`config.mk`:
```
export PLATFORM = sky130hd
export DESIGN_NAME = uart_rx
export DESIGN_NICKNAME = d
export VERILOG_FILES = /design/src/rtl/uart_rx.sv
export SDC_FILE = /design/constraint.sdc
export NUM_CORES = 1
export LEC_CHECK = 0
export ABC_AREA = 1
export BUFFER_PORTS_ARGS = -buffer_cell sky130_fd_sc_hd__buf_4
export CAP_MARGIN = 40
export CORE_MARGIN = 5
export CORE_UTILIZATION = 50
export DETAILED_ROUTE_END_ITERATION = 12
export PLACE_DENSITY = 0.7
export SETUP_SLACK_MARGIN = 0.1
export SLEW_MARGIN = 30
export SYNTH_ARGS = -nofsm -noshare
export SYNTH_HDL_FRONTEND = slang
export SYNTH_SLANG_ARGS = --single-unit
```
`constraint.sdc`:
```
create_clock -name clk -period 1.3 [get_ports clk]
set_input_delay 0.13 -clock clk [delete_from_list [all_inputs] [get_ports clk]]
set_output_delay 0.13 -clock clk [all_outputs]
set_load 0.1 [all_outputs]
```
`src/rtl/uart_rx.sv`:
```
// uart_rx: 8N1 UART receiver. It samples a two-flop-synchronised serial line on an
// oversampled baud strobe and presents each received byte on a valid/ready handshake.
// It raises one-cycle pulses for a framing error (stop bit low) and for an overrun
// (an unaccepted byte was overwritten).
module uart_rx #(
  parameter int OVERSAMPLE = 8,
  parameter int DATA_BITS  = 8
) (
  input  logic                 clk,
  input  logic                 rst,
  input  logic                 baud_tick,
  input  logic                 rx_serial,
  input  logic                 rx_ready,
  output logic [DATA_BITS-1:0] rx_data,
  output logic                 rx_valid,
  output logic                 rx_busy,
  output logic                 framing_error,
  output logic                 overrun
);

  localparam int SCNT_W = (OVERSAMPLE > 1) ? $clog2(OVERSAMPLE) : 1;
  localparam int BCNT_W = (DATA_BITS > 1) ? $clog2(DATA_BITS) : 1;

  localparam logic [SCNT_W-1:0] SCNT_ZERO = {SCNT_W{1'b0}};
  localparam logic [SCNT_W-1:0] SCNT_ONE  = SCNT_W'(1);
  localparam logic [SCNT_W-1:0] SCNT_MID  = SCNT_W'(OVERSAMPLE / 2 - 1);
  localparam logic [SCNT_W-1:0] SCNT_LAST = SCNT_W'(OVERSAMPLE - 1);
  localparam logic [BCNT_W-1:0] BCNT_ZERO = {BCNT_W{1'b0}};
  localparam logic [BCNT_W-1:0] BCNT_ONE  = BCNT_W'(1);
  localparam logic [BCNT_W-1:0] BCNT_LAST = BCNT_W'(DATA_BITS - 1);

  typedef enum logic [1:0] {
    ST_IDLE  = 2'd0,
    ST_START = 2'd1,
    ST_DATA  = 2'd2,
    ST_STOP  = 2'd3
  } state_e;

  logic [1:0]           sync_q;
  logic                 rx_s;
  state_e               state_q,   state_d;
  logic [SCNT_W-1:0]    scnt_q,    scnt_d;
  logic [BCNT_W-1:0]    bcnt_q,    bcnt_d;
  logic [DATA_BITS-1:0] shreg_q,   shreg_d;
  logic [DATA_BITS-1:0] rx_data_q, rx_data_d;
  logic                 rx_valid_q, rx_valid_d;
  logic                 busy_q,    busy_d;
  logic                 fe_q,      fe_d;
  logic                 ovr_q,     ovr_d;

  // Synchronised view of the serial line; everything downstream uses only this.
  assign rx_s = sync_q[1];

  // Two-flop synchroniser for the asynchronous serial input; idles high out of reset.
  always_ff @(posedge clk) begin
    if (rst) begin
      sync_q <= 2'b11;
    end else begin
      sync_q <= {sync_q[0], rx_serial};
    end
  end

  // Next-state logic: frame FSM advances only on baud ticks; the handshake runs every cycle.
  always_comb begin
    state_d   = state_q;
    scnt_d    = scnt_q;
    bcnt_d    = bcnt_q;
    shreg_d   = shreg_q;
    rx_data_d = rx_data_q;
    fe_d      = 1'b0;
    ovr_d     = 1'b0;

    // An accepted byte drops valid; a byte completing this cycle overrides this below.
    if (rx_valid_q && rx_ready) begin
      rx_valid_d = 1'b0;
    end else begin
      rx_valid_d = rx_valid_q;
    end

    if (baud_tick) begin
      case (state_q)
        ST_IDLE: begin
          if (!rx_s) begin
            scnt_d  = SCNT_ZERO;
            state_d = ST_START;
          end else begin
            state_d = ST_IDLE;
          end
        end
        ST_START: begin
          // Re-check the line halfway into the start bit to reject glitches.
          if (scnt_q == SCNT_MID) begin
            if (rx_s) begin
              state_d = ST_IDLE;
            end else begin
              scnt_d  = SCNT_ZERO;
              bcnt_d  = BCNT_ZERO;
              state_d = ST_DATA;
            end
          end else begin
            scnt_d = scnt_q + SCNT_ONE;
          end
        end
        ST_DATA: begin
          if (scnt_q == SCNT_LAST) begin
            shreg_d = {rx_s, shreg_q[DATA_BITS-1:1]};
            scnt_d  = SCNT_ZERO;
            if (bcnt_q == BCNT_LAST) begin
              state_d = ST_STOP;
            end else begin
              bcnt_d = bcnt_q + BCNT_ONE;
            end
          end else begin
            scnt_d = scnt_q + SCNT_ONE;
          end
        end
        ST_STOP: begin
          // Leave at mid stop bit so a back-to-back start edge is not missed.
          if (scnt_q == SCNT_LAST) begin
            scnt_d  = SCNT_ZERO;
            state_d = ST_IDLE;
            if (rx_s) begin
              rx_data_d  = shreg_q;
              rx_valid_d = 1'b1;
              // Overrun only when the old byte is still pending and not taken this cycle.
              ovr_d      = rx_valid_q && !rx_ready;
            end else begin
              fe_d = 1'b1;
            end
          end else begin
            scnt_d = scnt_q + SCNT_ONE;
          end
        end
        default: begin
          state_d = ST_IDLE;
        end
      endcase
    end else begin
      state_d = state_q;
    end

    busy_d = (state_d != ST_IDLE);
  end

  // State, datapath and registered outputs, with synchronous reset.
  always_ff @(posedge clk) begin
    if (rst) begin
      state_q    <= ST_IDLE;
      scnt_q     <= SCNT_ZERO;
      bcnt_q     <= BCNT_ZERO;
      shreg_q    <= {DATA_BITS{1'b0}};
      rx_data_q  <= {DATA_BITS{1'b0}};
      rx_valid_q <= 1'b0;
      busy_q     <= 1'b0;
      fe_q       <= 1'b0;
      ovr_q      <= 1'b0;
    end else begin
      state_q    <= state_d;
      scnt_q     <= scnt_d;
      bcnt_q     <= bcnt_d;
      shreg_q    <= shreg_d;
      rx_data_q  <= rx_data_d;
      rx_valid_q <= rx_valid_d;
      busy_q     <= busy_d;
      fe_q       <= fe_d;
      ovr_q      <= ovr_d;
    end
  end

  assign rx_data       = rx_data_q;
  assign rx_valid      = rx_valid_q;
  assign rx_busy       = busy_q;
  assign framing_error = fe_q;
  assign overrun       = ovr_q;

endmodule

```
==> run_results.csv <==
group,metric,value,unit
power_and_ir_drop,powerDensity,886,mW/mm²
synthesis,yosys.area_share.adder,0.0531,
hold_path,worstHoldStart,"rst",
grt,track_usage,0.171,
worst_setup_path,cp.depth,7,
synthesis,netlist_instances,183,
timing,finalCritPeriodShare,1.04,
clock_network,cts-buffers-inserted,5,
placement,gp_congestion,0.841,
clock_network,clkSinkCount,30,
placement,postPlaceCellArea,0.00165,mm²
clock_network,clk_latency,0.33,ns
grt,grt_pass1_wl,5.55,mm
routing,wl,3.09,mm
clock_network,cts_tree,"done",
worst_setup_path,worst-path-max-fanout,4,
worst_setup_path,critPathLaunchType,"flip-flop",
worst_setup_path,required,1.52,ns
timing,max_slew_margin,0.705,
floorplanning,dieArea,0.00399,mm²
synthesis,synthMuxAreaShare,0,
worst_setup_path,reg2reg_to,"shreg_q[4]$_SDFFE_PP0P_",
power_and_ir_drop,peakVddDrop,0.000953,V
worst_setup_path,critPathSlowestCell,"dfxtp_2",
worst_setup_path,critPathBufInv,1,
timing,max_freq,740,MHz
timing,fin_skew,0.00931,ns
synthesis,yosys.area_share.simple,0.321,
synthesis,synth_warnings,0,
grt,grt_overflow,0,
grt,grt_pass1_vias,1197,
worst_setup_path,endpoint,"shreg_q[4]$_SDFFE_PP0P_",
worst_setup_path,path_common_cell,"ha_4",
layout,layout.nets,225,
timing,final_hold_viol_count,0,
synthesis,synth_edf_count,0,
placement,io_buffers,16,
timing,rsz0062_at_grt,"true",
clock_network,htree_levels,2,
routing,drt-pass1-iter-count,4,
synthesis,syn-cell-area,0.00142,mm²
layout,drive_gt1_frac,0.474,
floorplanning,row_count,19,
worst_setup_path,worstPathArrival,1.57,ns
routing,drc_errors,0,
worst_setup_path,crit_path_end_kind,"flip-flop",
routing,drt_iter0_drc,47,
synthesis,synth_top_area_cell,"dfxtp_1",
clock_network,clk_path_buf_depth,2,
clock_network,path_clk_slew,0.10,ns
synthesis,synth_compound_gate_area_share,0.108,
placement,hpwl,2.16,mm
timing,maxSlewViolCount,0,
timing,tightest_slew,0.442,ns
worst_setup_path,crit_chain,"ha_4 > ha_4 > nand3_4 > nor2_4 > buf_6 > o21ai_0 > nor2_1",
grt,antenna_found_initial,0,
worst_setup_path,cp_slowest_stage_delay,0.35,ns
run_status,violations,"setup timing",
synthesis,postSynthAreaPerCell,7.73,µm²
clock_network,root_buffer,"clkbuf_4",
synthesis,ys_ff_latch,30,
synthesis,synth_most_common_cell,"nor2_1",
layout,fin_area,0.00187,mm²
worst_setup_path,crit_path_start,"scnt_q[1]$_SDFFE_PP0P_",
timing,min_period,1.35,ns
synthesis,synth-async-reset-ratio,0,
worst_setup_path,crit_family,"adder cells",
synthesis,syn-num-nets,194,
synthesis,yosys.area.top_type_share,0.424,
layout,syn_to_final_growth,32.4,%
routing,ant_nets,0,
synthesis,synth_cell_type_count,24,
run_status,outcome,"complete, but fails checks",
timing,timing.hold.ws,0.0145,ns
worst_setup_path,r2r_setup_slack,-0.05,ns
synthesis,synth_top_family_by_area,"simple AND/OR/NAND/NOR gates",
floorplanning,coreArea,0.00273,mm²
floorplanning,io_pins,17,
timing,worst_slack,-0.0510,ns
floorplanning,die_h,63.2,µm
synthesis,synthXorXnorAreaFrac,0,
timing,setup_viol,9,
layout,num_antenna_cells,0,
floorplanning,start_util,0.518,
grt,grt_max_degree,21,
hold_path,hold_class,"primary input to flip-flop",
routing,via_per_inst,5.09,
worst_setup_path,critical_path_class,"flip-flop to flip-flop",
worst_setup_path,reg2reg_from,"scnt_q[1]$_SDFFE_PP0P_",
synthesis,synth_ff_type,"dfxtp_1",
routing,num_vias,1252,
worst_setup_path,rr_worst_depth,7,
synthesis,yosys-top-cells-count,"46 x nor2_1, 30 x dfxtp_1, 29 x nand2_1",
synthesis,ys_top_cells_by_area,"dfxtp_1 42%, nor2_1 12%, nand2_1 7.7%",
floorplanning,die_w,63.2,µm
job,maxCapViolCount,0,
synthesis,ys_seq_area_frac,0.424,
routing,routedWlPerCell,12.5,µm
power_and_ir_drop,p_leak,0.000833,µW
==> power by group <==
part	leakage, µW	internal, µW	switching, µW
sequential	0.000249	928	8.45
clock	0.0000343	260	337
combinational	0.000549	46.8	80.8
total	0.000833	1230	426
==> worst register-to-register path: stages, from the launching register on <==
cell     delay (ns)
dfxtp_2        0.35
ha_4           0.19
ha_4           0.18
nand3_4        0.10
nor2_4         0.05
buf_6          0.11
o21ai_0        0.19
nor2_1         0.07
==> metal layers <==
layer | wire [µm] | share of wire | global-route usage | up-vias
li1 | - | - | - | 635
met1 | 1390 | 0.45 | 0.227 | 575
met2 | 1460 | 0.47 | 0.253 | 38
met3 | 208 | 0.067 | 0.0746 | 4
met4 | 34 | 0.011 | 0.0468 | 0
met5 | 0 | 0 | 0 | -
==> logic make-up after synthesis <==
family | count (synthesis)
flops | 30
buf+inv | 27
compound gates | 23
fa+ha+maj | 6
simple gates | 97
==> worst min path at each step <==
stage	to	cells after the start
floorplan	sync_q[0]$_SDFF_PP1_	1
global placement	sync_q[0]$_SDFF_PP1_	2
detailed placement	sync_q[0]$_SDFF_PP1_	2
CTS	scnt_q[0]$_SDFFE_PP0P_	2
global route	scnt_q[0]$_SDFFE_PP0P_	2
finish	scnt_q[0]$_SDFFE_PP0P_	2
==> cell usage in the layout, fill, tap and decap left out, types with 2 or more instances in the layout <==
cell type,netlist,final
inv_4,2,3
nand2_2,2,9
or2_2,2,2
nand3_2,2,3
inv_1,15,10
buf_6,3,5
nor2_1,46,43
a21oi_1,5,3
buf_4,0,22
nand3_4,1,2
nor2_2,1,3
dfxtp_2,0,14
inv_2,4,7
o21ai_0,8,8
dfxtp_1,30,16
ha_4,0,4
nand2_1,29,22
a21oi_2,0,2
o21ai_2,10,9
clkbuf_4,0,5
nor2_4,2,3
nand3_1,7,5
==> stage by stage <==
stage / power (µW) / instances / setup slack, ns / utilization / TNS, ns
final: 1660 / 246 / -0.0510 / 0.685 / -0.150
after floorplan: 1040 / 183 / 0.0629 / - / 0
after global placement: 1070 / 230 / -0.0125 / 0.605 / -0.0125
after CTS: 1660 / 241 / -0.0275 / 0.652 / -0.0546
after detailed placement: 1070 / 230 / -0.0627 / 0.605 / -0.318
after global routing: 1760 / 246 / -0.131 / 0.685 / -1.47
==> registers in the layout, summed over array words and instances (netlist names) <==
signal,cells
sync_q,2
overrun,1
shreg_q,8
framing_error,1
bcnt_q,3
rx_busy,1
state_q,2
scnt_q,3
rx_data,8
rx_valid,1
==> area by class of cell <==
type / instances / area [µm²]
inverters: 21 / 91.3
clock inverters: 2 / 12.5
fillers: 218 / 861
well taps: 31 / 38.8
multi-input cells: 127 / 810
repair buffers: 29 / 251
clock buffers: 6 / 51.3
flip-flops and latches: 30 / 618
==> repair_timing <==
action,CTS,global route
endpoints found under the hold margin,1,0
gates resized for setup,11,22
setup buffers,1,5
hold buffers,1,0
cloned,1,0
pin swaps,17,15
endpoints found under the setup margin,27,27
No activity file was read; power rests on OpenSTA's default activity.
